<file path="src/rtl/inst_fetch.sv">
// inst_fetch: program counter and fetch sequencer for a combinational
// instruction memory. Owns start, sequential advance, absolute/relative
// branches, stalls and halt detection.
// Optional feature: define INST_FETCH_CYCLE_COUNT_EN to build the saturating
// RUN-cycle counter on CycleCount; otherwise CycleCount is tied to 0.
//
// Handshake: there is no valid/ready pair here. InstAddress is presented every
// cycle; InstValid=1 means InstIn is live and will be consumed at the next
// rising edge unless Stall is high, in which case the same address and
// instruction are presented again and nothing is consumed.
module inst_fetch #(
  parameter int            PW        = 11,
  parameter int            IW        = 9,
  parameter logic [IW-1:0] HALT_WORD = 9'h1FF
) (
  input  logic          Clk,
  input  logic          Reset,
  input  logic          Start,
  input  logic [PW-1:0] StartAddr,
  input  logic          Stall,
  input  logic          BranchAbs,
  input  logic          BranchRel,
  input  logic [PW-1:0] Target,
  input  logic [IW-1:0] InstIn,
  output logic [PW-1:0] InstAddress,
  output logic          InstValid,
  output logic          Halt,
  output logic          Done,
  output logic [15:0]   CycleCount,
  output logic [1:0]    dbg_state
);

  typedef enum logic [1:0] {
    ST_IDLE   = 2'd0,
    ST_RUN    = 2'd1,
    ST_HALTED = 2'd2
  } state_t;

  state_t        state_q, state_d;
  logic [PW-1:0] pc_q, pc_d;
  logic          done_q, done_d;
  logic          halt_hit;

  // A halt word is only consumed in an unstalled RUN cycle that is not a restart.
  assign halt_hit = (state_q == ST_RUN) && !Start && !Stall && (InstIn == HALT_WORD);

  // State, PC and Done registers.
  always_ff @(posedge Clk or posedge Reset) begin
    if (Reset) begin
      state_q <= ST_IDLE;
      pc_q    <= '0;
      done_q  <= 1'b0;
    end else begin
      state_q <= state_d;
      pc_q    <= pc_d;
      done_q  <= done_d;
    end
  end

  // Next-state and next-PC selection, in priority order.
  always_comb begin
    state_d = state_q;
    pc_d    = pc_q;
    done_d  = halt_hit;
    unique case (state_q)
      ST_IDLE: begin
        if (Start) begin
          state_d = ST_RUN;
          pc_d    = StartAddr;
        end
      end
      ST_RUN: begin
        if (Start) begin
          pc_d = StartAddr;
        end else if (Stall) begin
          pc_d = pc_q;
        end else if (InstIn == HALT_WORD) begin
          state_d = ST_HALTED;
          pc_d    = pc_q;
        end else if (BranchAbs) begin
          pc_d = Target;
        end else if (BranchRel) begin
          pc_d = pc_q + Target;
        end else begin
          pc_d = pc_q + 1'b1;
        end
      end
      ST_HALTED: begin
        if (Start) begin
          state_d = ST_RUN;
          pc_d    = StartAddr;
        end
      end
      default: begin
        state_d = ST_IDLE;
        pc_d    = '0;
      end
    endcase
  end

  // Outputs decoded from registered state.
  always_comb begin
    InstAddress = pc_q;
    InstValid   = (state_q == ST_RUN);
    Halt        = (state_q == ST_HALTED);
    Done        = done_q;
    dbg_state   = state_q;
  end

`ifdef INST_FETCH_CYCLE_COUNT_EN
  logic [15:0] count_q;

  // Saturating count of RUN cycles; Start clears it for the new program.
  always_ff @(posedge Clk or posedge Reset) begin
    if (Reset) begin
      count_q <= '0;
    end else if (Start) begin
      count_q <= '0;
    end else if ((state_q == ST_RUN) && (count_q != 16'hFFFF)) begin
      count_q <= count_q + 16'd1;
    end
  end

  assign CycleCount = count_q;
`else
  assign CycleCount = '0;
`endif

endmodule

</file>
<file path="config.mk">
export PLATFORM = sky130hd
export DESIGN_NAME = inst_fetch
export DESIGN_NICKNAME = d
export VERILOG_FILES = /design/src/rtl/inst_fetch.sv
export SDC_FILE = /design/constraint.sdc
export NUM_CORES = 1
export LEC_CHECK = 0
export ABC_AREA = 1
export CORE_MARGIN = 2
export CORE_UTILIZATION = 42
export DETAILED_ROUTE_END_ITERATION = 12
export HOLD_SLACK_MARGIN = 0.02
export PLACE_DENSITY = 0.78
export REMOVE_ABC_BUFFERS = 1
export SKIP_LAST_GASP = 1
export SLEW_MARGIN = 20
export SYNTH_ARGS = -nofsm -noshare
export SYNTH_HDL_FRONTEND = slang
export SYNTH_SLANG_ARGS = --single-unit
</file>
<file path="constraint.sdc">
create_clock -name Clk -period 2.6 [get_ports Clk]
set_input_delay 0.39 -clock Clk [delete_from_list [all_inputs] [get_ports Clk]]
set_output_delay 0.39 -clock Clk [all_outputs]
set_load 0.03 [all_outputs]
</file>
==> reports/summary.txt, run 1 <==
Placed Cells -> 382
Syn-to-layout area delta -> 32.14%
Max-slew violations -> 0
Cts hold-fix bufs -> 0
Min Tclk post-route -> 2.321 ns
Fin Setup TNS -> 0 ns
Initial antenna violation count -> 0
Core area -> 3971 sq um
Setup Crit Path Kind -> in -> reg
Worst-Margin Slew -> 0.5718 ns
Vias/cell -> 5.091
WL final -> 4637 um
Most common cell after layout, fill and taps aside -> nand2_1
Clk slew on worst S/H paths -> 0.06 ns
Tot GR Track Use -> 0.2122
Crit path max fanout -> 5
Cell Area, Synth -> 1717 sq um
Synthesized area per cell -> 6.087 sq um
Startpoint class of the critical path -> input pin
Peak Freq -> 430.8 MHz
IO buf count -> 52
Post-CTS setup buffers -> 0
Fin crit share -> 0.8927
Clock sink count -> 14
DRC -> 0
Grt met1 use -> 0.2731
CTS root buffer -> clkbuf_8
Gr ovfl total -> 0
Largest net degree at the start of global routing -> 15
RSZ-0062 raised after global routing -> false
Skew final -> 0.001699 ns
Routed via count -> 1960
Number of top-level pins -> 69
CP arrival -> 2.50 ns
Die H -> 67.93 um
Met2 Resource Use GR -> 0.3580
WL/cell -> 12.04 um
Register area share after synthesis -> 0.2041
CTS tree -> done
Diode count -> 0
Dpl cell area -> 2227 sq um
Num CTS Buffers -> 3
Post-synth cell types -> 32
PD cells -> 442.6 nW/um^2
Peak VDD IR -> 0.2488 mV
Layout cells sized above 1 -> 0.09552
Setup crit end kind -> flop
Starting Density -> 0.4323
Clock Path Buffers -> 2
Warnings, synthesis -> 0
Final-report hold violation count -> 0
First-pass GRT wire length -> 7396 um
Outcome -> finished, final reports clean
Max Cap Viol -> 0
Number of synthesized register bits -> 14
Number of DRC markers in iteration 0 -> 79
Nets -> 385
Rel. slew slack -> 0.6184
Hold WC Path Type -> in -> async
Post-CTS Resized -> 0
GRT Max-Usage Layer -> met2
Drt pass-1 iters -> 4
Worst r2r path cells -> 12
Mapped Cells -> 282
Antenna-violating nets left -> 0
Vias in the first global route -> 1695
Final instance area -> 2268 sq um
Final setup fails -> 0
Hpwl dp -> 3746 um
CTS H-tree depth -> 1
Most frequent cells in the layout -> nand2_1, clkdlybuf4s50_1, inv_1, nor2_1, a21oi_1
Die W -> 67.93 um
GRT met3 Usage -> 0.02303
Row cnt -> 23
Die area -> 4614 sq um
Worst-Skew Late Latency -> 0.25 ns
Lkg Pwr -> 1.214 nW
Worst Path Required -> 2.78 ns
Placer Congestion -> 1.036
Non-Filler Instances -> 385
[sequential cells by signal, indices dropped and copies added (netlist names)]
name / flops
InstAddress: 11
dbg_state: 2
Done: 1
[worst max-delay path, stage by stage]
cell	delay, ns
clkdlybuf4s50_1	0.51
buf_4	0.20
nand2_1	0.07
inv_1	0.05
ha_1	0.38
a21oi_2	0.24
nor2_1	0.08
nor2_1	0.12
nand2_1	0.07
nand2_1	0.05
nand3_1	0.07
nand2_1	0.09
nand2_1	0.05
a21oi_1	0.12
[metal layers]
metal,vias up,part of all wire
li1,966,-
met1,890,0.41
met3,8,0.091
met5,-,0
met4,0,0.018
met2,96,0.48
[metrics by stage]
stage                 util  setup slack, ns  hold slack (ns)  power (mW)
detailed placement  0.5608          0.02921           0.5248      0.8127
floorplan                -           0.6955           0.2792      0.6257
global route        0.5712          0.09826           0.5501       1.075
finish              0.5712           0.2789           0.4942       1.004
CTS                 0.5712           0.2756           0.5112      0.9985
global placement    0.5608          0.01998           0.5222      0.8068
[path summary, 6_finish.rpt]
| path | from | end | slack (ns) |
|---|---|---|---|
| min reg2reg | InstAddress[2] | InstAddress[2] | 0.53 |
| min | Reset | InstAddress[8] | 0.49 |
| max in group asynchronous | Reset | InstAddress[4] | 1.73 |
| min in group Clk | InstAddress[2] | InstAddress[2] | 0.53 |
| max | BranchRel | InstAddress[8] | 0.28 |
| max reg2reg | InstAddress[0] | InstAddress[8] | 0.63 |
[report_power, final]
part / leakage [nW] / internal (mW) / switching (mW)
Sequential: 0.162 / 0.244 / 0.0311
Clock: 0.0216 / 0.103 / 0.0837
Combinational: 1.03 / 0.221 / 0.322
Total: 1.21 / 0.567 / 0.437
[final cells by class]
class	count	area [sq um]
flip-flops and latches	14	350.3
inverters	44	167.7
well taps	50	62.56
multi-input cells	219	1104
clock buffers	3	41.29
fillers	398	1703
repair buffers	55	543.0
[Yosys cell counts]
cell      instances  area, sq um
nor2_2            8        50.05
nand2_2           4        25.02
nor2_1           26        97.59
nand3_2           1        10.01
fa_1              1        20.02
a21oi_1          25        125.1
inv_1            38        142.6
nand2_4           1        11.26
o211ai_1          1        7.510
nand3_1          17        85.08
o21ai_2           1        8.760
xnor2_1           2        17.52
clkinv_1          1        3.750
conb_1            1        3.750
nand2_1          85        319.1
ha_1             10        125.1
nor3_2            1        10.01
buf_6             2        22.52
inv_4             1        6.260
o22ai_1           4        25.02
dfrtp_1          14        350.3
o21ai_0           3        15.01
and2_4            1        8.760
buf_4            16        120.1
clkbuf_1          1        3.750
or2_2             1        6.260
inv_2             4        15.01
a21oi_2           3        26.28
buf_2             1        5.000
nand4_1           2        12.51
nand3b_1          3        22.52
o21ai_1           3        15.01
[cell families (layout without fill, tap and decap cells)]
kind of cell / count (synthesis) / in the layout / share of synthesized area
and+or+nand+nor: 150 / 150 / 0.3834
DFF: 14 / 14 / 0.2041
xor gates and xnor gates: 2 / 2 / 0.01021
adders and majority gates: 11 / 11 / 0.08455
other: 1 / 16 / 0.002184
buffers and inverters: 64 / 102 / 0.1859
AOI/OAI and AO/OA: 40 / 40 / 0.1297
(Power assumes the default switching activity.)
==> run 2: changes to the inputs <==
SKIP_CTS_REPAIR_TIMING = 1   (was default)
==> results of run 2 <==
The final DEF is identical to that of run 1; final timing and power are the same.
==> run 3: changes to the inputs <==
SLEW_MARGIN = 30   (was 20)
==> results of run 3 <==
The final DEF is identical to that of run 1; final timing and power are the same.
==> patch 1, RTL diff (settings of run 3) <==
Add a define of `INST_FETCH_CYCLE_COUNT_EN`.
--- a/src/rtl/inst_fetch.sv
+++ b/src/rtl/inst_fetch.sv
@@ -8,6 +8,8 @@
 // cycle; InstValid=1 means InstIn is live and will be consumed at the next
 // rising edge unless Stall is high, in which case the same address and
 // instruction are presented again and nothing is consumed.
+`define INST_FETCH_CYCLE_COUNT_EN
+
 module inst_fetch #(
   parameter int            PW        = 11,
   parameter int            IW        = 9,
Formal check against the unedited RTL: not equivalent (Yosys sat finds a counterexample within 4 cycles, from zero or initial values and one cycle with Reset high).
==> patch 1 against run 3 <==
  * Non-clock buffer count is 18 higher
  * Register-to-register slack improved by 0.03 ns
  * Count of clock-buffer cells in the layout is 3 higher
  * Die area rose by 42%
  * Total power increased by 46%
  * Worst setup slack improved by 0.042 ns
  * Core utilization grew 0.39 points
  * Worst hold slack got worse by 0.018 ns
  * Sequential cell count increased by 16
  * Wire length up 49%
  * Combinational power fell by 3%
  * Design area grew 47%
  * Area after synthesis is 45% higher
  * Clock power up 120%
==> patch 1: results (changes against run 3) <==
{
  "sta": {
    "clock-skew-final": {"value": 0.00940, "unit": "ns", "change": "+0.00770 ns"},
    "tightestPinTransition": {"value": 0.409, "unit": "ns", "change": "-0.163 ns"}
  },
  "grt": {
    "grt_start_max_net_pins": {"value": 31, "change": "+16"},
    "via_count_of_the_first_global_routing_pass": {"value": 2499, "change": "+47%"},
    "globalRouteTotalUtil": {"value": 0.229, "change": "+0.0171"}
  },
  "worst_setup_path": {
    "worst-path-max-fanout": {"value": 7, "change": "+2"},
    "internal_reg_to_reg_setup_slack": {"value": 0.66, "unit": "ns", "change": "+0.03 ns"},
    "worstRegToRegCells": {"value": 13, "change": "+1"}
  },
  "final_layout": {
    "final_layout_size_suffix_gt1_frac": {"value": 0.0889, "change": "-0.00663"},
    "final_nets": {"value": 498, "change": "+29%"}
  },
  "placement": {
    "rd_place_congestion": {"value": 0.940, "change": "-9.3%"},
    "dpl_worst_slack": {"value": 0.0146, "unit": "ns", "change": "-0.0146 ns"},
    "placedCellCount": {"value": 517, "change": "+35%"},
    "buffer_ports.inserted": {"value": 68, "change": "+31%"},
    "dpl.hpwl": {"value": 5.23, "unit": "mm", "change": "+40%"}
  },
  "power": {
    "net_switching": {"value": 534, "unit": "uW", "change": "+22%"},
    "worst_case_vdd_ir_drop": {"value": 0.193, "unit": "mV", "change": "-22%"}
  },
  "synth": {
    "synth.yosys.seq_area_share": {"value": 0.301, "change": "+0.0967"},
    "ys_top_cells_by_area": "sky130_fd_sc_hd__dfrtp_1, sky130_fd_sc_hd__nand2_1, sky130_fd_sc_hd__inv_1",
    "top_cell_types_by_occurrence_after_synthesis": "sky130_fd_sc_hd__nand2_1, sky130_fd_sc_hd__inv_1, sky130_fd_sc_hd__nor2_1",
    "area_share_of_fa_ha_maj_cells_after_synthesis": {"value": 0.0632, "change": "-0.0214"}
  },
  "detailed_routing": {
    "detailroute.via_count": {"value": 2633, "change": "+34%"},
    "route.detailed.wl_per_inst": {"value": 13.2, "unit": "um", "change": "+9.4%"},
    "wl": {"value": 6.92, "unit": "mm", "change": "+49%"}
  },
  "cts": {
    "clock_latency": {"value": 0.30, "unit": "ns", "change": "+0.05 ns"}
  },
  "status": {
    "outcome": "finished clean"
  }
}
## patch 1: cell type report
| class | count | area (um^2) | area share |
|---|---|---|---|
| Inverter | 57 | 214 | 0.0640 |
| Clock inverter | 2 | 12.5 | 0.00374 |
| Sequential cell | 30 | 751 | 0.224 |
| Timing Repair Buffer | 73 | 718 | 0.215 |
| Clock buffer | 6 | 82.6 | 0.0247 |
| Multi-Input combinational cell | 282 | 1470 | 0.440 |
| Tap cell | 75 | 93.8 | 0.0281 |
## patch 1: worst max-delay path by stage
stage / slack (ns) / to / cells after the start / startpoint
global placement: 0.1 / InstAddress[8]$_DFFE_PP0P_ / 15 / BranchRel
CTS: 0.33 / InstAddress[8]$_DFFE_PP0P_ / 15 / BranchRel
finish: 0.32 / InstAddress[8]$_DFFE_PP0P_ / 15 / BranchRel
global route: 0.1 / InstAddress[8]$_DFFE_PP0P_ / 14 / BranchRel
floorplan: 0.68 / InstAddress[8]$_DFFE_PP0P_ / 13 / InstAddress[0]$_DFFE_PP0P_
detailed placement: 0.01 / InstAddress[8]$_DFFE_PP0P_ / 15 / BranchRel
## patch 1: metal layers
layer | wire [um] | track usage | share of wire
met3 | 539 | 0.0467 | 0.078
met4 | 154 | 0.0814 | 0.022
met5 | 0 | 0 | 0
met2 | 3250 | 0.379 | 0.47
met1 | 2980 | 0.297 | 0.43
## patch 1: per-stage QoR
step | instance area (um^2) | hold slack (ns) | util
floorplan | 2440 | 0.450 | -
global placement | 3250 | 0.521 | 0.559
detailed placement | 3250 | 0.519 | 0.559
CTS | 3340 | 0.489 | 0.575
global route | 3340 | 0.526 | 0.575
finish | 3340 | 0.476 | 0.575
## patch 1: power by group through the flow
stage                     registers, mW  logic [mW]  clock network, mW
after floorplan                   0.591       0.262                  0
after global placement            0.538       0.514                  0
after detailed placement          0.538       0.521                  0
after CTS                         0.529       0.524              0.421
after global routing              0.533       0.588              0.442
final                             0.530       0.524              0.413
## patch 1: worst max-delay path: cells and delay by family
family | cells | cell delay [ns]
compound gates | 1 | 0.05
fa+ha+maj | 2 | 0.60
buf+inv | 3 | 0.71
simple gates | 9 | 0.72
## patch 1: logic make-up after synthesis
group | Yosys count
AO/OA/AOI/OAI | 58
flip-flops | 30
buffers and inverters | 65
XOR/XNOR | 3
AND/OR/NAND/NOR | 209
adder cells (fa/ha/maj) | 12
==> patch 2, RTL diff (config.mk and constraints of run 3) <==
Without the edit above. Take the reset off `pc_q` and load it in a clocked block of its own.
--- a/src/rtl/inst_fetch.sv
+++ b/src/rtl/inst_fetch.sv
@@ -48,13 +48,15 @@
   always_ff @(posedge Clk or posedge Reset) begin
     if (Reset) begin
       state_q <= ST_IDLE;
-      pc_q    <= '0;
       done_q  <= 1'b0;
     end else begin
       state_q <= state_d;
-      pc_q    <= pc_d;
       done_q  <= done_d;
     end
+  end
+
+  always_ff @(posedge Clk) begin
+    pc_q <= pc_d;
   end
 
   // Next-state and next-PC selection, in priority order.
Formal check against the unedited RTL: not equivalent (Yosys sat finds a counterexample within 4 cycles, from zero or initial values and one cycle with Reset high).
==> patch 2 against run 3 <==
  * Total power decreased by 8.8%
  * First-iteration DRC count decreased by 24%
  * Worst setup slack got worse by 0.022 ns
  * Design area decreased by 3.5%
  * Sequential cell count unchanged
  * Area after synthesis decreased by 6.9%
  * Sequential power increased by 4%
  * Clock skew increased by 0.0064 ns
  * Wire length decreased by 14%
  * Combinational power decreased by 18%
  * Highest routed layer unchanged
==> patch 2: results (changes against run 3) <==
{
  "status": {
    "outcome": "finished clean"
  },
  "final_layout": {
    "final_layout_size_suffix_gt1_frac": {"value": 0.0617, "change": "-0.0338"},
    "fillerInstances": {"value": 346, "change": "-13%"},
    "finish.cell_count_without_fillers": {"value": 356, "change": "-7.5%"}
  },
  "worst_setup_path": {
    "worstRegToRegCells": {"value": 13, "change": "+1"},
    "critical-path-max-stage-delay": {"value": 0.53, "unit": "ns", "change": "+0.02 ns"},
    "worst-endpoint-arrival": {"value": 2.35, "unit": "ns", "change": "-0.15 ns"},
    "worst-path-max-fanout": {"value": 6, "change": "+1"},
    "crit-reg2reg-capture": "InstAddress[6]$_DFFE_PP_",
    "r2r-start": "InstAddress[0]$_DFFE_PP_",
    "internal_reg_to_reg_setup_slack": {"value": 0.65, "unit": "ns", "change": "+0.02 ns"}
  },
  "detailed_routing": {
    "drt_first_pass_iters": {"value": 4, "change": "unchanged"},
    "via_per_inst": {"value": 4.72, "change": "-7.2%"}
  },
  "synth": {
    "area_fraction_in_compound_gates_after_synthesis": {"value": 0.0915, "change": "-0.0382"},
    "edff_count_synth": {"value": 11, "change": "+11"},
    "synth_area_per_cell": {"value": 6.40, "unit": "um^2", "change": "+5.1%"},
    "library_cells_used_by_synthesis": {"value": 32, "change": "unchanged"},
    "synth.yosys.seq_area_share": {"value": 0.254, "change": "+0.0494"},
    "area_share_of_fa_ha_maj_cells_after_synthesis": {"value": 0.0908, "change": "+0.00622"},
    "top_cell_types_by_occurrence_after_synthesis": "sky130_fd_sc_hd__nand2_1, sky130_fd_sc_hd__inv_1, sky130_fd_sc_hd__nor2_1",
    "synth-async-reset-ratio": {"value": 0.214, "change": "-0.786"},
    "ys_top_cells_by_area": "sky130_fd_sc_hd__nand2_1, sky130_fd_sc_hd__edfxtp_1, sky130_fd_sc_hd__ha_1"
  },
  "placement": {
    "placedCellCount": {"value": 352, "change": "-7.9%"},
    "post_dp_cell_area": {"value": 0.00214, "unit": "mm^2", "change": "-3.8%"},
    "rd_place_congestion": {"value": 0.785, "change": "-24%"},
    "dpl.hpwl": {"value": 3.36, "unit": "mm", "change": "-10%"}
  },
  "grt": {
    "globalRouteTotalUtil": {"value": 0.195, "change": "-0.0172"},
    "via_count_of_the_first_global_routing_pass": {"value": 1565, "change": "-7.7%"}
  },
  "sta": {
    "clock-skew-final": {"value": 0.00808, "unit": "ns", "change": "+0.00638 ns"},
    "finalWorstSetupSlack": {"value": 0.257, "unit": "ns", "change": "-0.0221 ns"}
  },
  "power": {
    "static-leakage-power": {"value": 1.13, "unit": "nW", "change": "-7.1%"},
    "worst_case_vdd_ir_drop": {"value": 0.314, "unit": "mV", "change": "+26%"}
  },
  "cts": {
    "cts-buffers-inserted": {"value": 3, "change": "unchanged"}
  },
  "worst_hold_path": {
    "hold_path.class": "primary input to asynchronous set/reset pin"
  }
}
patch 2: cell types whose count changed in the layout (fill, tap and decap cells not counted), sizes merged, moves of 3 or more:
cell           run 3  this run
a21oi             28        14
nor2              34        25
o22ai              4         0
buf                3         7
inv               43        34
nand3b             3         6
edfxtp             0        11
dfrtp             14         3
nand3             18        14
patch 2: power breakdown:
part	leakage, nW	internal [mW]	switching [mW]
Combinational	0.957	0.188	0.255
Sequential	0.148	0.271	0.0166
Clock	0.0228	0.108	0.0775
patch 2: routing by layer:
metal  part of all wire  track usage  up-vias
li1                   -            -      875
met1               0.44        0.246      748
met2               0.49        0.338       55
met3              0.058       0.0240        4
met4             0.0093       0.0703        0
met5                  0            0        -
patch 2: area by class of cell:
type / count / area share
inverters: 34 / 0.0583
flip-flops and latches: 14 / 0.185
multi-input cells: 197 / 0.447
well taps: 48 / 0.0274
repair buffers: 59 / 0.262
clock buffers: 4 / 0.0206
